==> config.mk <==
export PLATFORM = sky130hd
export DESIGN_NAME = count_capture
export DESIGN_NICKNAME = d
export VERILOG_FILES = /design/src/rtl/count_capture_pkg.sv /design/src/rtl/capture_fifo.sv /design/src/rtl/count_capture.sv
export SDC_FILE = /design/constraint.sdc
export NUM_CORES = 1
export LEC_CHECK = 0
export BUFFER_PORTS_ARGS = -buffer_cell sky130_fd_sc_hd__buf_4
export CORE_MARGIN = 4
export CORE_UTILIZATION = 65
export DETAILED_ROUTE_END_ITERATION = 7
export PLACE_DENSITY = 0.84
export REMOVE_ABC_BUFFERS = 1
export SETUP_SLACK_MARGIN = 0.4
export SYNTH_ARGS = -nofsm -noshare
export SYNTH_HDL_FRONTEND = slang
export SYNTH_HIERARCHICAL = 1
export SYNTH_SLANG_ARGS = --single-unit
==> constraint.sdc <==
create_clock -name clk -period 8.2 [get_ports clk]
set_input_delay 0.41 -clock clk [delete_from_list [all_inputs] [get_ports clk]]
set_output_delay 0.41 -clock clk [all_outputs]
set_load 0.005 [all_outputs]
==> src/rtl/count_capture_pkg.sv <==
// Shared widths, FIFO entry layout and helpers for count_capture.
// The wrap bit exists only when COUNT_CAPTURE_WRAP_DETECT_EN is defined.
package count_capture_pkg;

    localparam int CNT_W_DEF = 4;
    localparam int TS_W_DEF  = 8;
    localparam int DEPTH_DEF = 8;

    typedef struct packed {
        logic [CNT_W_DEF-1:0] count;
        logic [TS_W_DEF-1:0]  delta;
`ifdef COUNT_CAPTURE_WRAP_DETECT_EN
        logic                 wrap;
`endif
    } capture_entry_t;

    function automatic logic [TS_W_DEF-1:0] sat_inc(input logic [TS_W_DEF-1:0] v);
        logic [TS_W_DEF-1:0] r;
        if (&v) begin
            r = v;
        end else begin
            r = v + TS_W_DEF'(1);
        end
        return r;
    endfunction

endpackage

==> src/rtl/capture_fifo.sv <==
// Synchronous FIFO of capture entries; pointers carry an extra lap bit so
// full and empty are distinguishable and level is a plain subtraction.
module capture_fifo
    import count_capture_pkg::*;
#(
    parameter int DEPTH = DEPTH_DEF
) (
    input  logic                     clk,
    input  logic                     rst,
    input  logic                     push,
    input  logic                     pop,
    input  capture_entry_t           din,
    output capture_entry_t           dout,
    output logic                     full,
    output logic                     empty,
    output logic [$clog2(DEPTH):0]   level
);

    localparam int AW = $clog2(DEPTH);

    logic [AW:0]    wr_ptr_r;
    logic [AW:0]    rd_ptr_r;
    capture_entry_t mem_r [DEPTH];
    logic           wr_en_s;
    logic           rd_en_s;

    // A pop frees the head slot in the same edge, so full+pop still accepts a push.
    assign wr_en_s = push && (!full || pop);
    assign rd_en_s = pop && !empty;
    assign level   = wr_ptr_r - rd_ptr_r;
    assign full    = (level == (AW+1)'(DEPTH));
    assign empty   = (wr_ptr_r == rd_ptr_r);
    assign dout    = empty ? capture_entry_t'('0) : mem_r[rd_ptr_r[AW-1:0]];

    // Pointer registers
    always_ff @(posedge clk or negedge rst) begin
        if (!rst) begin
            wr_ptr_r <= '0;
            rd_ptr_r <= '0;
        end else begin
            if (wr_en_s) begin
                wr_ptr_r <= wr_ptr_r + (AW+1)'(1);
            end
            if (rd_en_s) begin
                rd_ptr_r <= rd_ptr_r + (AW+1)'(1);
            end
        end
    end

    // Entry storage
    always_ff @(posedge clk) begin
        if (wr_en_s) begin
            mem_r[wr_ptr_r[AW-1:0]] <= din;
        end
    end

endmodule

==> src/rtl/count_capture.sv <==
// Records every change of the observed count as {value, delta, wrap} in a FIFO.
// Wrap detection is built only with COUNT_CAPTURE_WRAP_DETECT_EN defined.
module count_capture
    import count_capture_pkg::*;
#(
    parameter int CNT_W = CNT_W_DEF,
    parameter int TS_W  = TS_W_DEF,
    parameter int DEPTH = DEPTH_DEF
) (
    input  logic                   clk,
    input  logic                   rst,
    input  logic                   cap_en,
    input  logic [CNT_W-1:0]       count,
    output logic                   out_valid,
    input  logic                   out_ready,
    output logic [CNT_W-1:0]       out_count,
    output logic [TS_W-1:0]        out_delta,
    output logic                   out_wrap,
    output logic [$clog2(DEPTH):0] level,
    output logic                   overflow,
    input  logic                   clr_ovf
);

    logic [CNT_W-1:0] prev_count_r;
    logic [TS_W-1:0]  ts_r;
    logic             overflow_r;
    logic             chg_s;
    logic [TS_W-1:0]  delta_s;
    logic             push_s;
    logic             pop_s;
    logic             drop_s;
    logic             full_s;
    logic             empty_s;
    capture_entry_t   entry_s;
    capture_entry_t   head_s;

    assign chg_s   = (count != prev_count_r);
    assign delta_s = sat_inc(ts_r);
    assign push_s  = chg_s && cap_en;
    assign pop_s   = out_valid && out_ready;
    assign drop_s  = push_s && full_s && !pop_s;

    assign entry_s.count = count;
    assign entry_s.delta = delta_s;
`ifdef COUNT_CAPTURE_WRAP_DETECT_EN
    assign entry_s.wrap  = (&prev_count_r) && (count == CNT_W'(0));
    assign out_wrap      = head_s.wrap;
`else
    assign out_wrap      = 1'b0;
`endif

    assign out_valid = !empty_s;
    assign out_count = head_s.count;
    assign out_delta = head_s.delta;
    assign overflow  = overflow_r;

    // Change tracking, delta timer and sticky overflow; ts restarts on every change
    // even when the entry is suppressed or dropped.
    always_ff @(posedge clk or negedge rst) begin
        if (!rst) begin
            prev_count_r <= '0;
            ts_r         <= '0;
            overflow_r   <= 1'b0;
        end else begin
            prev_count_r <= count;
            ts_r         <= chg_s ? TS_W'(0) : delta_s;
            if (drop_s) begin
                overflow_r <= 1'b1;
            end else if (clr_ovf) begin
                overflow_r <= 1'b0;
            end
        end
    end

    capture_fifo #(
        .DEPTH (DEPTH)
    ) u_fifo (
        .clk   (clk),
        .rst   (rst),
        .push  (push_s),
        .pop   (pop_s),
        .din   (entry_s),
        .dout  (head_s),
        .full  (full_s),
        .empty (empty_s),
        .level (level)
    );

endmodule

==> results of run 1 <==
## area by class of cell
cell class | instances | area, sq um | share of cell area, %
flip-flops and latches | 117 | 3410 | 58.8
inverters | 13 | 48.8 | 0.842
clock inverters | 15 | 180 | 3.11
repair buffers | 29 | 220 | 3.80
clock buffers | 17 | 414 | 7.15
multi-input cells | 159 | 1400 | 24.1
well taps | 99 | 124 | 2.14
## cells in the mapped netlist, types with 3 or more instances
cell / count / area, sq um
a21oi_1: 16 / 80.1
nor3_1: 8 / 40.0
buf_2: 4 / 20.0
xor2_1: 3 / 26.3
nand3_1: 8 / 40.0
edfxtp_1: 96 / 2880
clkbuf_1: 7 / 26.3
nand2_1: 35 / 131
nor4_1: 4 / 25.0
inv_1: 13 / 48.8
ha_1: 6 / 75.1
o21ai_0: 4 / 20.0
nor2_1: 10 / 37.5
xnor2_1: 10 / 87.6
dfrtp_1: 21 / 526
mux4_2: 24 / 541
a31oi_1: 3 / 18.8
## state kept, by name (all words and copies together) (netlist names)
register         flops
u_fifo/mem_r        96
ts_r                 8
u_fifo/rd_ptr_r      4
overflow             1
u_fifo/wr_ptr_r      4
prev_count_r         4
## worst reg2reg max path: stages (launching register included)
cell	delay (ns)
dfrtp_1	1.14
inv_1	0.23
ha_1	0.38
nand3_1	0.14
nor2_1	0.75
nor2b_1	0.25
nor4_1	0.63
a31oi_4	0.21
nand2_1	0.17
nor2_1	0.27
## through the flow
| step | hold WS (ns) | setup slack, ns | total power (W) |
|---|---|---|---|
| global placement | 0.302 | 4.20 | 0.00155 |
| detailed placement | 0.310 | 4.02 | 0.00157 |
| finish | 0.118 | 3.73 | 0.00232 |
| floorplan | 0.114 | 4.11 | 0.00125 |
| global route | 0.0972 | 3.52 | 0.00242 |
| CTS | 0.0934 | 3.84 | 0.00233 |
## worst max-delay path by stage
stage | end | cells past startpoint
after floorplan | u_fifo/mem_r[0][0] | 8
after global placement | u_fifo/mem_r[5][2] | 9
after detailed placement | u_fifo/mem_r[5][2] | 9
after CTS | u_fifo/mem_r[5][11] | 9
after global routing | u_fifo/mem_r[5][0] | 9
final | u_fifo/mem_r[5][7] | 9
## kinds of logic after synthesis
logic type	after synthesis	synth area share [%]
flops	117	69.7
simple gates	81	8.27
compound gates	31	3.92
mux	26	11.5
buf+inv	26	2.20
xor+xnor	13	2.33
fa+ha+maj	7	1.95
other cells	1	0.0767
## power by group
| part | leakage [nW] | switching (W) | internal, W |
|---|---|---|---|
| Combinational | 0.673 | 0.000392 | 0.000362 |
| Clock | 0.284 | 0.000261 | 0.000463 |
| Sequential | 1.13 | 0.0000993 | 0.000745 |
## routing by layer
layer	track usage (%)	vias to the layer above	part of all wire, %
met2	43.5	219	49
met3	7.17	19	11
met1	42.0	1456	38
li1	-	1224	-
met4	10.2	0	1.8
met5	0	-	0
==> metrics, run 1 <==
clock sink count 117; # resized after CTS 0; Top Ports 28; synth warn 6; r2r endpoint u_fifo/mem_r[5][7]; number of max-cap violations 0; Cell Count, Final, Fillers Out 449; # diodes 0; worst path cell trace inv_1 > ha_1 > nand3_1 > nor2_1 > nor2b_1 > nor4_1 > a31oi_4 > nand2_1 > nor2_1; die area 8970 sq um; first-pass GRT wire length 17600 um; Arrival @ worst endpoint 4.66 ns; final hold vios 0; Initial Util 67.0%; final slew viol count 0; largest net degree at the start of global routing 29; TritonCTS buffer count 17; Finished Core Util 79.4%; Tot GR Track Use 28.9%; Pwr Density 401 nW/um^2; initial antenna violation count 0; cell repeated most along the worst path nor2_1; Crit-path slowest cell dfrtp_1; Hold Path Sink prev_count_r[2]; Core ar. 7290 sq um; CP max stage delay 1.14 ns; FF-to-FF setup slack 3.73 ns; Layout fillers 404; Critical Path Source u_fifo/rd_ptr_r[1]; Final Critical Period 4.47 ns; average routed wire per standard cell 25.5 um; RSZ-0062 raised after global routing no; Setup Total Neg Slack 0 ns; Max transition margin 19.7%; commonest non-fill, non-tap cells in the layout edfxtp_1, nand2_1, buf_4, mux4_2, dfrtp_1; # port buffers 26; CTS tree built; total routed wirelength 11500 um; status finished clean; Synth Register Bits 117; Avg Cell Area, Syn 16.2 sq um; Top delay family on crit path simple AND/OR/NAND/NOR gates; Root Buffer clkbuf_8; Setup CP Type flip-flop to flip-flop; crit end category flip-flop; post-DP HPWL 6920 um; CTS Buffer Depth 2; fmax 0.224 GHz; buffer and inverter count on the worst path 1; CTS hold repair buffers 1; Vias 2918; worst-path maximum fanout 28; share of post-route cells with drive strength above 1 27.4%; period utilisation layout 54.6%; Layout Area Growth over Synthesis 18.5%; Die X 94.7 um; number of synthesized flops with an enable pin 96; asr flop ratio synth 17.9%; DRT iter0 DRCs 418; RePlAce Congestion 0.958; min-delay worst type input port to flip-flop; H-tree lvl count 4; Die Y 94.7 um; GRT overflow 0; Worst-Skew Late Latency 0.51 ns; crit path launch type flip-flop; post-synth cell types 41; Seq/Total Area, Yosys 69.7%; Clock transition at path regs 0.06 ns; vias in the first global route 2956; Worst VDD drop 0.321 mV; DRT Pass-1 Iters 5; Post-Place Cell Area 5190 sq um; hold-critical path depth 1; Vias/cell 6.50; DRC Markers 0; worst reg2reg path depth 9; Gate Count Post-Synth 302; endpoints failing setup 0; Worst Hold Launch count[2]; WP data required 8.39 ns; Post-Syn Area 4890 sq um; Setup Skew 0.00404 ns; post-route cell area 5790 sq um; Top FF cell, synth edfxtp_1; most common cell after layout, fill and taps aside edfxtp_1; Reg-to-Reg Start u_fifo/rd_ptr_r[1]; worst-margin pin slew 1.20 ns; Rows 31; Nets 353; post-CTS setup buffer count 0; Routed Antenna Nets 0; leakage 2.08 nW; Placed Cells incl. Taps 416
Note: power is estimated with default switching activity, not from simulation.
==> run 2, diff against run 1 <==
--- a/config.mk
+++ b/config.mk
@@ -5,11 +5,12 @@
 export SDC_FILE = /design/constraint.sdc
 export NUM_CORES = 1
 export LEC_CHECK = 0
+export ABC_AREA = 1
 export BUFFER_PORTS_ARGS = -buffer_cell sky130_fd_sc_hd__buf_4
 export CORE_MARGIN = 4
-export CORE_UTILIZATION = 65
+export CORE_UTILIZATION = 55
 export DETAILED_ROUTE_END_ITERATION = 7
-export PLACE_DENSITY = 0.84
+export PLACE_DENSITY = 0.76
 export REMOVE_ABC_BUFFERS = 1
 export SETUP_SLACK_MARGIN = 0.4
 export SYNTH_ARGS = -nofsm -noshare
==> constraint.sdc (replaced) <==
create_clock -name clk -period 3.84 [get_ports clk]
set_input_delay 0.192 -clock clk [delete_from_list [all_inputs] [get_ports clk]]
set_output_delay 0.192 -clock clk [all_outputs]
set_load 0.005 [all_outputs]
==> metrics, run 2 <==
combinational family with the most area after synthesis simple AND/OR/NAND/NOR gates; largest net degree at the start of global routing 52; DRT iter0 DRCs 307; Setup Total Neg Slack 0 ns; most common cell after layout, fill and taps aside nor2_1; Root Buffer clkbuf_8; compound-gate portion of the synthesized area 8.81%; Die Y 105 um; Die X 105 um; H-tree lvl count 4; worst-path maximum fanout 15; Routed Antenna Nets 0; Tot GR Track Use 21.3%; GRT overflow 0; Avg Cell Area, Syn 10.7 sq um; total routed wirelength 11100 um; final hold vios 0; Post-Place Cell Area 5360 sq um; FF-to-FF setup slack 0.57 ns; post-CTS setup buffer count 0; Hold Path Sink u_fifo/rd_ptr_r[3]; number of flip-flops in the largest register 96; worst slack, placed 0.587 ns; r2r endpoint u_fifo/mem_r[6][2]; Reg area 3410 sq um; vias in the first global route 3552; initial antenna violation count 0; Finished Core Util 67.5%; TritonCTS buffer count 17; RePlAce Congestion 0.832; Max transition margin 22.0%; post-synthesis adder-cell area fraction 1.86%; Layout fillers 611; top cell types by occurrence after synthesis nor2_1, edfxtp_1, nand2_1; Final Critical Period 3.27 ns; Gate Count Post-Synth 477; endpoints failing setup 0; crit path launch type flip-flop; Initial Util 57.6%; period utilisation layout 85.2%; clock sink count 117; Pwr Density 812 nW/um^2; area leader, netlist edfxtp_1; Setup CP Type flip-flop to flip-flop; Seq/Total Area, Yosys 66.5%; Worst-Skew Late Latency 0.51 ns; Synth Register Bits 117; Top FF cell, synth edfxtp_1; WP data required 3.96 ns; final slew viol count 0; Worst VDD drop 0.684 mV; die area 10900 sq um; Clock transition at path regs 0.06 ns; asr flop ratio synth 17.9%; Multi-input gate area 1460 sq um; DRC Markers 0; Reg-to-Reg Start u_fifo/rd_ptr_r[1]; RSZ-0062 raised after global routing yes; CTS tree built; post-synth cell types 31; Placed Cells incl. Taps 593; first-pass GRT wire length 18000 um; Nets 527; CTS Buffer Depth 2; number of max-cap violations 0; Cell Count, Final, Fillers Out 632; top-area cell type share of the netlist area 56.3%; hold-critical path depth 5; number of synthesized flops with an enable pin 96; # diodes 0; post-DP HPWL 6870 um; Post-Syn Area 5120 sq um; Layout Area Growth over Synthesis 17.2%; # port buffers 26; fmax 0.306 GHz; post-synthesis simple-gate area fraction 16.1%; mux share of post-synthesis cell area 0%; Vias/cell 5.56; worst reg2reg path depth 9; final setup margin 0.569 ns; Arrival @ worst endpoint 3.39 ns; synth warn 6; Core ar. 8890 sq um; min-delay worst type input port to flip-flop; share of post-route cells with drive strength above 1 13.7%; Vias 3511; status finished clean; worst-margin pin slew 1.17 ns; post-route cell area 6000 sq um; DRT Pass-1 Iters 7; crit end category flip-flop; synth top area cells edfxtp_1, dfrtp_1, nor2_1; Rows 34; Setup Skew 0.00592 ns; Post-Synth XOR/XNOR Area 1.51%; average routed wire per standard cell 17.6 um; leakage 2.41 nW; most common cell in the synthesized netlist nor2_1; commonest non-fill, non-tap cells in the layout nor2_1, edfxtp_1, nand2_1, o21ai_0, inv_1; Worst Hold Launch out_ready; Top Ports 28
==> run 2: cell count changes after synthesis, moves of 10 or more <==
cell,before,now
a21oi_1,16,6
o21ai_0,4,44
o22ai_1,0,12
nand2_1,35,69
nor2_1,10,111
o211ai_1,0,12
inv_1,13,36
mux4_2,24,0
==> run 2: power by group <==
part | switching [W] | leakage [nW] | internal, W
clock network | 0.000567 | 0.268 | 0.000923
logic | 0.00107 | 0.995 | 0.000668
registers | 0.0000852 | 1.15 | 0.00157
total | 0.00172 | 2.41 | 0.00316
==> run 2: repair_timing <==
action | in CTS | in global routing
endpoints found under the hold margin | 58 | 0
hold buffers | 7 | 0
setup endpoints to repair | 0 | 48
resized for setup | 0 | 1
==> run 2: worst max-delay path, stage by stage, from the launching register on <==
cell	delay, ns
dfrtp_1	0.37
inv_1	0.32
ha_1	0.33
nand4_1	0.13
inv_1	0.07
nor2_1	0.29
inv_1	0.10
nand3_2	0.15
nand3_1	0.18
nor2_1	0.94
==> run 2: worst max-delay path by stage <==
| stage | startpoint | endpoint | slack (ns) |
|---|---|---|---|
| after floorplan | u_fifo/rd_ptr_r[1] | u_fifo/mem_r[2][0] | 0.47 |
| after global placement | u_fifo/rd_ptr_r[1] | u_fifo/mem_r[6][7] | 0.79 |
| after detailed placement | u_fifo/rd_ptr_r[1] | u_fifo/mem_r[4][3] | 0.59 |
| after CTS | u_fifo/rd_ptr_r[1] | u_fifo/mem_r[6][8] | 0.58 |
| after global routing | u_fifo/rd_ptr_r[1] | u_fifo/mem_r[4][0] | 0.32 |
| final | u_fifo/rd_ptr_r[1] | u_fifo/mem_r[6][2] | 0.57 |
==> run 2: area by class of cell <==
| class | instances | area share, % |
|---|---|---|
| Tap cell | 108 | 2.25 |
| Multi-Input combinational cell | 301 | 24.3 |
| Sequential cell | 117 | 56.8 |
| Inverter | 37 | 2.31 |
| Clock inverter | 15 | 2.60 |
| Timing Repair Buffer | 37 | 4.92 |
| Clock buffer | 17 | 6.90 |
==> run 2: routing by layer <==
| metal | routed length, um | part of all wire, % | track usage (%) |
|---|---|---|---|
| met3 | 905 | 8.1 | 4.99 |
| met5 | 0 | 0 | 0 |
| met1 | 4720 | 42 | 29.1 |
| met2 | 5360 | 48 | 33.7 |
| met4 | 150 | 1.3 | 7.88 |
==> run 2: stage by stage <==
step	total power (W)	hold slack (ns)
detailed placement	0.00338	0.0932
global placement	0.00334	0.0919
finish	0.00487	0.102
global route	0.00517	0.117
CTS	0.00489	0.0916
floorplan	0.00264	-0.104
==> run 2: cells by family (layout without fill, tap and decap cells) <==
logic type / count (synthesis) / count (layout)
XOR/XNOR: 8 / 8
AO/OA/AOI/OAI: 80 / 80
adder cells (fa/ha/maj): 7 / 7
buffers and inverters: 59 / 106
AND/OR/NAND/NOR: 205 / 205
flip-flops: 117 / 117
other: 1 / 1
